[config.mk]
export PLATFORM = sky130hd
export DESIGN_NAME = rail_sequencer
export DESIGN_NICKNAME = d
export VERILOG_FILES = /design/src/rtl/rail_seq_pkg.sv /design/src/rtl/rail_sequencer_pg_sync.sv /design/src/rtl/rail_sequencer.sv
export SDC_FILE = /design/constraint.sdc
export NUM_CORES = 1
export LEC_CHECK = 0
export CAP_MARGIN = 30
export CORE_MARGIN = 2
export CORE_UTILIZATION = 52
export DETAILED_ROUTE_END_ITERATION = 12
export MAX_ROUTING_LAYER = met4
export PLACE_DENSITY = 0.84
export SETUP_SLACK_MARGIN = 0.15
export SYNTH_ARGS = -nofsm -noshare
export SYNTH_HDL_FRONTEND = slang
export SYNTH_SLANG_ARGS = --single-unit
[constraint.sdc]
create_clock -name sysclk -period 2.1 [get_ports sysclk]
set_clock_uncertainty 0.05 [all_clocks]
set_input_delay 0.525 -clock sysclk [delete_from_list [all_inputs] [get_ports sysclk]]
set_output_delay 0.525 -clock sysclk [all_outputs]
set_load 0.02 [all_outputs]
[src/rtl/rail_seq_pkg.sv]
// rtl/rail_seq_pkg.sv - state encoding and default timing for rail_sequencer
package rail_seq_pkg;

  localparam int STATE_W = 3;

  typedef enum logic [STATE_W-1:0] {
    ST_OFF     = 3'd0,
    ST_WAIT_PG = 3'd1,
    ST_SETTLE  = 3'd2,
    ST_ON      = 3'd3,
    ST_DOWN    = 3'd4,
    ST_FAULT   = 3'd5
  } state_t;

  localparam int          DEF_N_RAILS        = 4;
  localparam int          DEF_TIMER_W        = 16;
  localparam int unsigned DEF_PG_TIMEOUT     = 40000;
  localparam int unsigned DEF_SETTLE_CYCLES  = 2000;
  localparam int unsigned DEF_OFF_DELAY      = 2000;
  localparam int unsigned DEF_RETRY_COOLDOWN = 50000;
  localparam int          DEF_MAX_RETRIES    = 3;

endpackage

[src/rtl/rail_sequencer_pg_sync.sv]
// rtl/rail_sequencer_pg_sync.sv - parametrised-width 2-flop synchroniser, async active-low reset to 0
module pg_sync #(
  parameter int W = 1
) (
  input  logic         clk,
  input  logic         rst_n,
  input  logic [W-1:0] d,
  output logic [W-1:0] q
);

  logic [W-1:0] meta;

  always_ff @(posedge clk or negedge rst_n) begin
    if (!rst_n) begin
      meta <= '0;
      q    <= '0;
    end else begin
      meta <= d;
      q    <= meta;
    end
  end

endmodule

[src/rtl/rail_sequencer.sv]
// rtl/rail_sequencer.sv - ordered power-up/down sequencer for N supply rails with latched fault
// Optional auto-retry from FAULT is built when RAIL_SEQ_RETRY_EN is defined.
module rail_sequencer
  import rail_seq_pkg::*;
#(
  parameter int          N_RAILS        = DEF_N_RAILS,
  parameter int          TIMER_W        = DEF_TIMER_W,
  parameter int unsigned PG_TIMEOUT     = DEF_PG_TIMEOUT,
  parameter int unsigned SETTLE_CYCLES  = DEF_SETTLE_CYCLES,
  parameter int unsigned OFF_DELAY      = DEF_OFF_DELAY,
  parameter int unsigned RETRY_COOLDOWN = DEF_RETRY_COOLDOWN,
  parameter int          MAX_RETRIES    = DEF_MAX_RETRIES
) (
  input  logic                       sysclk,
  input  logic                       reset_INV,
  input  logic                       enable,
  input  logic [N_RAILS-1:0]         pg,
  output logic [N_RAILS-1:0]         en,
  output logic                       all_good,
  output logic                       fault,
  output logic [$clog2(N_RAILS)-1:0] fault_rail,
  output logic [STATE_W-1:0]         state
);

  localparam int                 IDX_W       = $clog2(N_RAILS);
  localparam logic [TIMER_W-1:0] PG_LAST     = TIMER_W'(PG_TIMEOUT - 1);
  localparam logic [TIMER_W-1:0] SETTLE_LAST = TIMER_W'(SETTLE_CYCLES - 1);
  localparam logic [TIMER_W-1:0] OFF_LAST    = TIMER_W'(OFF_DELAY - 1);
  localparam logic [IDX_W-1:0]   IDX_LAST    = IDX_W'(N_RAILS - 1);

  state_t               state_q, state_n;
  logic [IDX_W-1:0]     idx_q, idx_n;
  logic [TIMER_W-1:0]   timer_q, timer_n;
  logic [N_RAILS-1:0]   pg_s, sup_mask, fail_mask, en_n;
  logic [IDX_W-1:0]     fault_rail_n, fail_idx;
  logic                 all_good_n, fault_n, down_step, fail_found;

`ifdef RAIL_SEQ_RETRY_EN
  localparam int                 RETRY_W   = $clog2(MAX_RETRIES + 1);
  localparam logic [TIMER_W-1:0] COOL_LAST = TIMER_W'(RETRY_COOLDOWN - 1);
  logic [RETRY_W-1:0] retry_q, retry_n;
`else
  logic unused_retry_cfg;
  assign unused_retry_cfg = ^{RETRY_COOLDOWN, MAX_RETRIES};
`endif

  pg_sync #(.W(N_RAILS)) u_pg_sync (
    .clk   (sysclk),
    .rst_n (reset_INV),
    .d     (pg),
    .q     (pg_s)
  );

  // Rails already past their own WAIT_PG must stay good; the current rail joins once it has settled.
  always_comb begin
    sup_mask = '0;
    for (int i = 0; i < N_RAILS; i++) begin
      if (state_q == ST_WAIT_PG)
        sup_mask[i] = (IDX_W'(i) < idx_q);
      else if (state_q == ST_SETTLE || state_q == ST_ON)
        sup_mask[i] = (IDX_W'(i) <= idx_q);
    end
  end

  assign fail_mask = sup_mask & ~pg_s;

  always_comb begin
    fail_found = |fail_mask;
    fail_idx   = '0;
    for (int i = N_RAILS - 1; i >= 0; i--) begin
      if (fail_mask[i]) fail_idx = IDX_W'(i);
    end
  end

  always_comb begin
    state_n      = state_q;
    idx_n        = idx_q;
    down_step    = 1'b0;
    fault_rail_n = fault_rail;
`ifdef RAIL_SEQ_RETRY_EN
    retry_n      = retry_q;
`endif
    case (state_q)
      ST_OFF: begin
        if (enable) begin
          state_n = ST_WAIT_PG;
          idx_n   = '0;
        end
      end
      ST_WAIT_PG: begin
        if (fail_found) begin
          state_n      = ST_FAULT;
          fault_rail_n = fail_idx;
        end else if (!pg_s[idx_q] && timer_q == PG_LAST) begin
          state_n      = ST_FAULT;
          fault_rail_n = idx_q;
        end else if (!enable) begin
          state_n = ST_DOWN;
        end else if (pg_s[idx_q]) begin
          state_n = ST_SETTLE;
        end
      end
      ST_SETTLE: begin
        if (fail_found) begin
          state_n      = ST_FAULT;
          fault_rail_n = fail_idx;
        end else if (!enable) begin
          state_n = ST_DOWN;
        end else if (timer_q == SETTLE_LAST) begin
          if (idx_q == IDX_LAST) begin
            state_n = ST_ON;
          end else begin
            state_n = ST_WAIT_PG;
            idx_n   = idx_q + IDX_W'(1);
          end
        end
      end
      ST_ON: begin
        if (fail_found) begin
          state_n      = ST_FAULT;
          fault_rail_n = fail_idx;
        end else if (!enable) begin
          state_n = ST_DOWN;
        end
      end
      ST_DOWN: begin
        if (timer_q == OFF_LAST) begin
          if (idx_q != '0) begin
            idx_n     = idx_q - IDX_W'(1);
            down_step = 1'b1;
          end else begin
            state_n = ST_OFF;
          end
        end
      end
      ST_FAULT: begin
        if (!enable) begin
          state_n = ST_OFF;
`ifdef RAIL_SEQ_RETRY_EN
        end else if (timer_q == COOL_LAST && retry_q < RETRY_W'(MAX_RETRIES)) begin
          state_n = ST_WAIT_PG;
          idx_n   = '0;
          retry_n = retry_q + RETRY_W'(1);
`endif
        end
      end
      default: state_n = ST_OFF;
    endcase

    if (state_n != ST_FAULT) fault_rail_n = '0;
`ifdef RAIL_SEQ_RETRY_EN
    if (!enable || state_n == ST_ON) retry_n = '0;
`endif
  end

  // Enables are a pure function of the next state and index, so every rail change lands with the state change.
  always_comb begin
    if (state_n != state_q || down_step)
      timer_n = '0;
    else if (&timer_q)
      timer_n = timer_q;
    else
      timer_n = timer_q + TIMER_W'(1);

    en_n = '0;
    for (int i = 0; i < N_RAILS; i++) begin
      case (state_n)
        ST_WAIT_PG, ST_SETTLE: en_n[i] = (IDX_W'(i) <= idx_n);
        ST_ON:                 en_n[i] = 1'b1;
        ST_DOWN:               en_n[i] = (IDX_W'(i) < idx_n);
        default:               en_n[i] = 1'b0;
      endcase
    end

    all_good_n = (state_q == ST_ON) && (state_n == ST_ON);
    fault_n    = (state_n == ST_FAULT);
  end

  always_ff @(posedge sysclk or negedge reset_INV) begin
    if (!reset_INV) begin
      state_q    <= ST_OFF;
      idx_q      <= '0;
      timer_q    <= '0;
      en         <= '0;
      all_good   <= 1'b0;
      fault      <= 1'b0;
      fault_rail <= '0;
    end else begin
      state_q    <= state_n;
      idx_q      <= idx_n;
      timer_q    <= timer_n;
      en         <= en_n;
      all_good   <= all_good_n;
      fault      <= fault_n;
      fault_rail <= fault_rail_n;
    end
  end

`ifdef RAIL_SEQ_RETRY_EN
  always_ff @(posedge sysclk or negedge reset_INV) begin
    if (!reset_INV) retry_q <= '0;
    else            retry_q <= retry_n;
  end
`endif

  assign state = state_q;

endmodule

After elaboration in Yosys (flattened, before gate mapping)
Cells that the tools add are included.

storage, ports and cells
  register bits = 37
  logic and storage cells = 113

cells by class
  $add $sub $neg = 3
  order comparisons = 17
  eq/ne operators = 18
  mux-type cells = 51
  bitwise operators = 2
  reduce and logical (&&, ||, !) cells = 13

operator list
  cell                                                    number
  2-to-1 mux 3 bit                                        13
  2-to-1 mux 16 bit                                       2
  2-to-1 mux 2 bit                                        16
  case mux 3 bit (6 select lines)                         1
  adder 16 x 1 -> 16 bit (second input constant)          1
  equality test 16 x 11 -> 1 bit (second input constant)  1
  equality test 16 bit (second input constant)            1
  AND reduction 16 bit                                    1
  equality test 3 x 2 -> 1 bit (second input constant)    4
  equality test 3 bit (second input constant)             4
  2-to-1 mux 1 bit                                        12
  case mux 1 bit (3 select lines)                         4
  <= comparator 1 x 2 -> 1 bit (first input constant)     4
  <= comparator 2 bit (first input constant)              4
  < comparator 1 x 2 -> 1 bit (first input constant)      4
  < comparator 2 bit (first input constant)               4
  equality test 3 x 1 -> 1 bit (second input constant)    2
  case mux 2 bit (3 select lines)                         1
  bitwise AND 4 bit                                       1
  != test 4 x 2 -> 1 bit (second input constant)          1
  inverter 4 bit                                          1
  case mux 2 bit (2 select lines)                         1
  OR reduction 2 bit                                      2
  OR reduction 4 bit                                      1
  other kinds (16)                                        18

Longest topological paths before layout
  depth in word-level cells = 12
  depth in mapped cells = 9

Cells and area by module
A second synthesis with hierarchy kept.

second synthesis, totals
  cells, all modules = 218
  area total of the unflattened synthesis = 2,070.7 um^2

modules (own cells, without submodules)
  module          times used  cells each  area an instance (um^2)
  rail_sequencer  1           210         1,870.5
  pg_sync         1           8           200.2

Worst setup path after synthesis
No wires, ideal clock.

  path kind = reg-to-reg
  start point = register state_q[1], in the netlist state[1]
  end point = register timer_q[10]
  arrival = 2,102 ps
  data required time = 1,981 ps
  path slack = -121 ps
  stages on the path, launching flop included = 10
  buffers on the path = 2
  period minus slack after synthesis = 2,221 ps
  cell sequence = dfrtp_1 > buf_2 > a21oi_1 > o32ai_2 > nor4b_4 > and2_1 > o2bb2ai_1 > o2111ai_4 > buf_6 > nor2_2

on the way
  cells in the longest elaborated chain, start to end = 11
  elaborated cells between the ends (all ways) = 36

RTL lines
  item                                                                        line                                                                source
  start: declaration                                                          rail_sequencer.sv:31                                                state_t state_q, state_n;
  start signal: assignment                                                    rail_sequencer.sv:189                                               state_q <= state_n;
  equality test 3 x 2 -> 1 bit                                                rail_sequencer.sv:60, rail_sequencer.sv:83
  logical OR 1 bit                                                            rail_sequencer.sv:60                                                else if (state_q == ST_SETTLE || state_q == ST_ON)
  2-to-1 mux 1 bit                                                            rail_sequencer.sv:60
  2-to-1 mux 1 bit                                                            rail_sequencer.sv:58                                                if (state_q == ST_WAIT_PG)
  bitwise AND 4 bit                                                           rail_sequencer.sv:65                                                assign fail_mask = sup_mask & ~pg_s;
  OR reduction 4 bit                                                          rail_sequencer.sv:68                                                fail_found = |fail_mask;
  2-to-1 mux 3 bit, on equally long branches                                  rail_sequencer.sv:119, rail_sequencer.sv:91, rail_sequencer.sv:104
  case mux 3 bit (6 select lines)                                             rail_sequencer.sv:83                                                case (state_q)
  != test 3 bit                                                               rail_sequencer.sv:158                                               if (state_n != state_q || down_step)
  logical OR 1 bit (*)                                                        rail_sequencer.sv:158
  != test 2 bit (no source line) / 2-to-1 mux 16 bit (equally long branches)  -
  end signal: assignment                                                      rail_sequencer.sv:191                                               timer_q <= timer_n;
  end: declaration                                                            rail_sequencer.sv:33                                                logic [TIMER_W-1:0] timer_q, timer_n;

Every way passes the cells marked *; elsewhere a longest branch is shown, timed or not.
A chain may end at the register's enable or synchronous reset.

Final worst setup path
  start point = register idx_q[0]
  end point = register en[2]

on the way
  cells in the longest elaborated chain, start to end = 10
  elaborated cells between the ends (all ways) = 54

RTL lines
  item                                                                                 line                                                                source
  start: declaration                                                                   rail_sequencer.sv:32                                                logic [IDX_W-1:0] idx_q, idx_n;
  start signal: assignment                                                             rail_sequencer.sv:190                                               idx_q <= idx_n;
  <= comparator 1 x 2 -> 1 bit, or another cell as far along                           rail_sequencer.sv:61                                                sup_mask[i] = (IDX_W'(i) <= idx_q);
  2-to-1 mux 1 bit, on equally long branches                                           rail_sequencer.sv:60, rail_sequencer.sv:94, rail_sequencer.sv:99
  2-to-1 mux 1 bit, or another cell as far along                                       rail_sequencer.sv:58
  bitwise AND 4 bit, or another cell as far along                                      rail_sequencer.sv:65
  OR reduction 4 bit / 2-to-1 mux 3 bit (equally long branches)                        rail_sequencer.sv:68, rail_sequencer.sv:94
  2-to-1 mux 3 bit, on equally long branches                                           rail_sequencer.sv:119, rail_sequencer.sv:91, rail_sequencer.sv:104
  case mux 3 bit (6 select lines)                                                      rail_sequencer.sv:83
  equality test 3 x 1 -> 1 bit / equality test 3 x 2 -> 1 bit (equally long branches)  rail_sequencer.sv:167                                               case (state_n)
  OR reduction 2 bit                                                                   rail_sequencer.sv:167
  case mux 1 bit (3 select lines) (*)                                                  rail_sequencer.sv:167
  via en_n[2]                                                                          rail_sequencer.sv:34                                                logic [N_RAILS-1:0] pg_s, sup_mask, fail_mask, en_n;
  end signal: assignment                                                               rail_sequencer.sv:192                                               en <= en_n;
  end: declaration                                                                     rail_sequencer.sv:18                                                output logic [N_RAILS-1:0] en,

The timed path passes the listed nets; every way through them passes the cells marked *. The select of a mux whose other input is x is not followed.

==> flow_metrics.env <==
export IMPL_antenna_found_initial=0
export IMPL_grt_pass1_wl_mm=8.80
export IMPL_grt_overflow_total=0
export IMPL_syn_area_per_cell_sq_um=10.1
export IMPL_synthCells=215
export IMPL_async_flop_share=1.00
export IMPL_vias=1966
export IMPL_fp_dieW_um=68.7
export IMPL_nets=291
export IMPL_slew_headroom=0.614
export IMPL_io_buffers=17
export IMPL_crit_type="reg2reg"
export IMPL_post_dp_cell_area_sq_um=2740
export IMPL_power_density_nw_per_um2=908
export IMPL_grt_pass1_vias=1829
export IMPL_rr_startpoint="idx_q[0]$_DFF_PN0_"
export IMPL_antenna_cells=0
export IMPL_place_congestion=0.853
export IMPL_core_sq_um=4000
export IMPL_max_freq_mhz=429
export IMPL_hold_viol=0
export IMPL_cap_violations=0
export IMPL_crit_path_start_kind="flop"
export IMPL_worst_pin_slew_ps=580
export IMPL_grtUsageTotal=0.265
export IMPL_area_delta_synth_final_pct=40.4
export IMPL_ctsHtreeMaxLevel=2
export IMPL_clock_path_buffers=2
export IMPL_crit_required_ps=2210
export IMPL_final_util=0.763
export IMPL_drt_wirelength_per_cell_um=17.6
export IMPL_clock_latency_ps=300
export IMPL_cts_root_buffer="clkbuf_8"
export IMPL_worst_r2r_endpoint="en[2]$_DFF_PN0_"
export IMPL_place_hpwl_mm=3.76
export IMPL_vias_per_cell=5.89
export IMPL_ys_types=58
export IMPL_arrival_ps=2440
export IMPL_rr_worst_depth=8
export IMPL_synth_nets=223
export IMPL_grt_max_degree=28
export IMPL_ys_ff_latch=37
export IMPL_synth_top_cell_area_share=0.426
export IMPL_ys_flop_type="dfrtp_1"
export IMPL_outcome="finished with violations"
export IMPL_clk_pin_slew_ps=80
export IMPL_first_pass_iters=4
export IMPL_fin_crit_sh=1.11
export IMPL_seq_area_frac_synth=0.426
export IMPL_drcViolationCount=0
export IMPL_hold_class="in2async"
export IMPL_fin_area_sq_um=3050
export IMPL_critPathCapture="en[2]$_DFF_PN0_"
export IMPL_crit_start="idx_q[0]$_DFF_PN0_"
export IMPL_antenna_left=0
export IMPL_slew_viol_final=0
export IMPL_yosys_warnings=0
export IMPL_power_leakage_nw=1.28
export IMPL_wl_mm=5.88
export IMPL_drive_above_1_share=0.454
export IMPL_drt_initial_drc_count=271
export IMPL_period_needed_ps=2330
export IMPL_fin_ws_ps=-230
export IMPL_ys_top_cells_by_area="dfrtp_1 (43%), nor2_1 (4.0%), nand2_1 (2.9%), nor2_2 (2.9%), xnor2_1 (2.8%)"
export IMPL_violations="negative setup slack"
export IMPL_rrSetupSlack_ps=-230
export IMPL_endpoint_kind="flop"
export IMPL_yosysTopAreaCell="dfrtp_1"
export IMPL_ios=18
export IMPL_syn_area_sq_um=2170
export IMPL_die_height_um=68.7
export IMPL_synth_edf_count=0
export IMPL_hold_buffers=0
export IMPL_worst_hold_slack_ps=169
export IMPL_cts_tree="built"
export IMPL_design_die_area_sq_um=4710
export IMPL_start_util=0.544
export IMPL_numCtsBuffers=5
export IMPL_clkSinkCount=37
export IMPL_pre_cts_ws_ps=-348
export IMPL_cp_max_fo=7
export IMPL_rows=23
export IMPL_ir_drop_v=0.000558
export IMPL_setup_viol=24
export IMPL_rsz0062_at_grt="yes"
## flip-flops by register name, indices dropped and copies added (netlist names)
| name | cells |
|---|---|
| en | 4 |
| all_good | 1 |
| fault_rail | 2 |
| u_pg_sync.q | 4 |
| timer_q | 16 |
| fault | 1 |
| idx_q | 2 |
| u_pg_sync.meta | 4 |
| state | 3 |
## kinds of logic (layout without fill, tap and decap cells)
| logic type | count (synthesis) | in the layout | synth area share |
|---|---|---|---|
| buf+inv | 17 | 86 | 0.0443 |
| fa+ha+maj | 1 | 1 | 0.00575 |
| xor+xnor | 13 | 13 | 0.0524 |
| simple gates | 99 | 99 | 0.287 |
| compound gates | 45 | 45 | 0.165 |
| mux | 3 | 3 | 0.0196 |
| flops | 37 | 37 | 0.426 |
## where the power goes
part	internal [mW]	total, mW	switching (mW)	leakage (nW)
clock network	0.355	0.630	0.275	0.0543
logic	0.532	1.27	0.739	0.740
registers	0.788	0.870	0.0815	0.482
## per-stage QoR
step | setup TNS (ps) | instances | power [mW]
2_1_floorplan | -183 | 215 | 1.56
3_3_place_gp | -5330 | 318 | 1.93
3_5_place_dp | -5980 | 318 | 1.95
4_1_cts | -918 | 331 | 2.65
5_1_grt | -4820 | 334 | 2.90
6_report | -3290 | 334 | 2.77
## area by class of cell
type                       count  area [sq um]
clock buffer                   5          68.8
clock inverter                 3          46.3
fill                         250           947
inverter                       8          31.3
multi-input combinational    161          1330
sequential                    37           933
tap                           50          62.6
timing repair buffer          70           578
## cell usage in the layout, fill, tap and decap left out, types with 5 or more instances in the layout
| cell | instances |
|---|---|
| buf_4 | 48 |
| dfrtp_1 | 31 |
| nor2_1 | 20 |
| nand2_1 | 15 |
| nor2_2 | 13 |
| clkdlybuf4s50_1 | 13 |
| and3_1 | 8 |
| nand3_1 | 7 |
| xnor2_1 | 7 |
| inv_1 | 6 |
| xor2_1 | 6 |
| dfrtp_2 | 6 |
| a21oi_1 | 5 |
| clkbuf_8 | 5 |
| buf_6 | 5 |
## layer usage
layer | GRT usage | vias up | routed length (um)
li1 | - | 906 | -
met1 | 0.350 | 969 | 2540
met2 | 0.406 | 80 | 2930
met3 | 0.0455 | 11 | 293
met4 | 0.105 | 0 | 114
met5 | - | - | 0
## critical path, cell delays in order, from the launching register on
cell      delay [ps]
dfrtp_2          500
mux4_2           570
nor2_2           110
nand4_1          120
and2_4           190
o22a_1           210
buf_6            160
o211ai_1         110
o211ai_1         160
## repair_timing
item	CTS	global route
endpoints found under the setup margin	28	27
resized for setup	18	18
pin swaps	7	7
setup buffers	5	3
## Yosys cell counts, drive strengths merged, types with 2 or more instances
cell / n
dfrtp: 37
nor2: 33
nand2: 18
a21oi: 10
o21ai: 10
and3: 9
nand3: 9
buf: 7
inv: 7
xnor2: 7
nor3: 6
xor2: 6
nand4: 5
nor4: 5
a31oi: 4
o211ai: 4
a21o: 3
nand2b: 3
nor4b: 3
a41oi: 2
clkbuf: 2
mux2i: 2
or3: 2
## worst min path at each step
stage	from	endpoint	slack (ps)	cells past startpoint
CTS	reset_INV	u_pg_sync.q[1]$_DFF_PN0_	190	1
global placement	u_pg_sync.meta[1]$_DFF_PN0_	u_pg_sync.q[1]$_DFF_PN0_	280	0
detailed placement	u_pg_sync.meta[2]$_DFF_PN0_	u_pg_sync.q[2]$_DFF_PN0_	290	0
global route	reset_INV	u_pg_sync.q[1]$_DFF_PN0_	210	1
finish	reset_INV	timer_q[1]$_DFFE_PN0P_	170	1
floorplan	reset_INV	all_good$_DFF_PN0_	180	0
(Power assumes the default switching activity.)
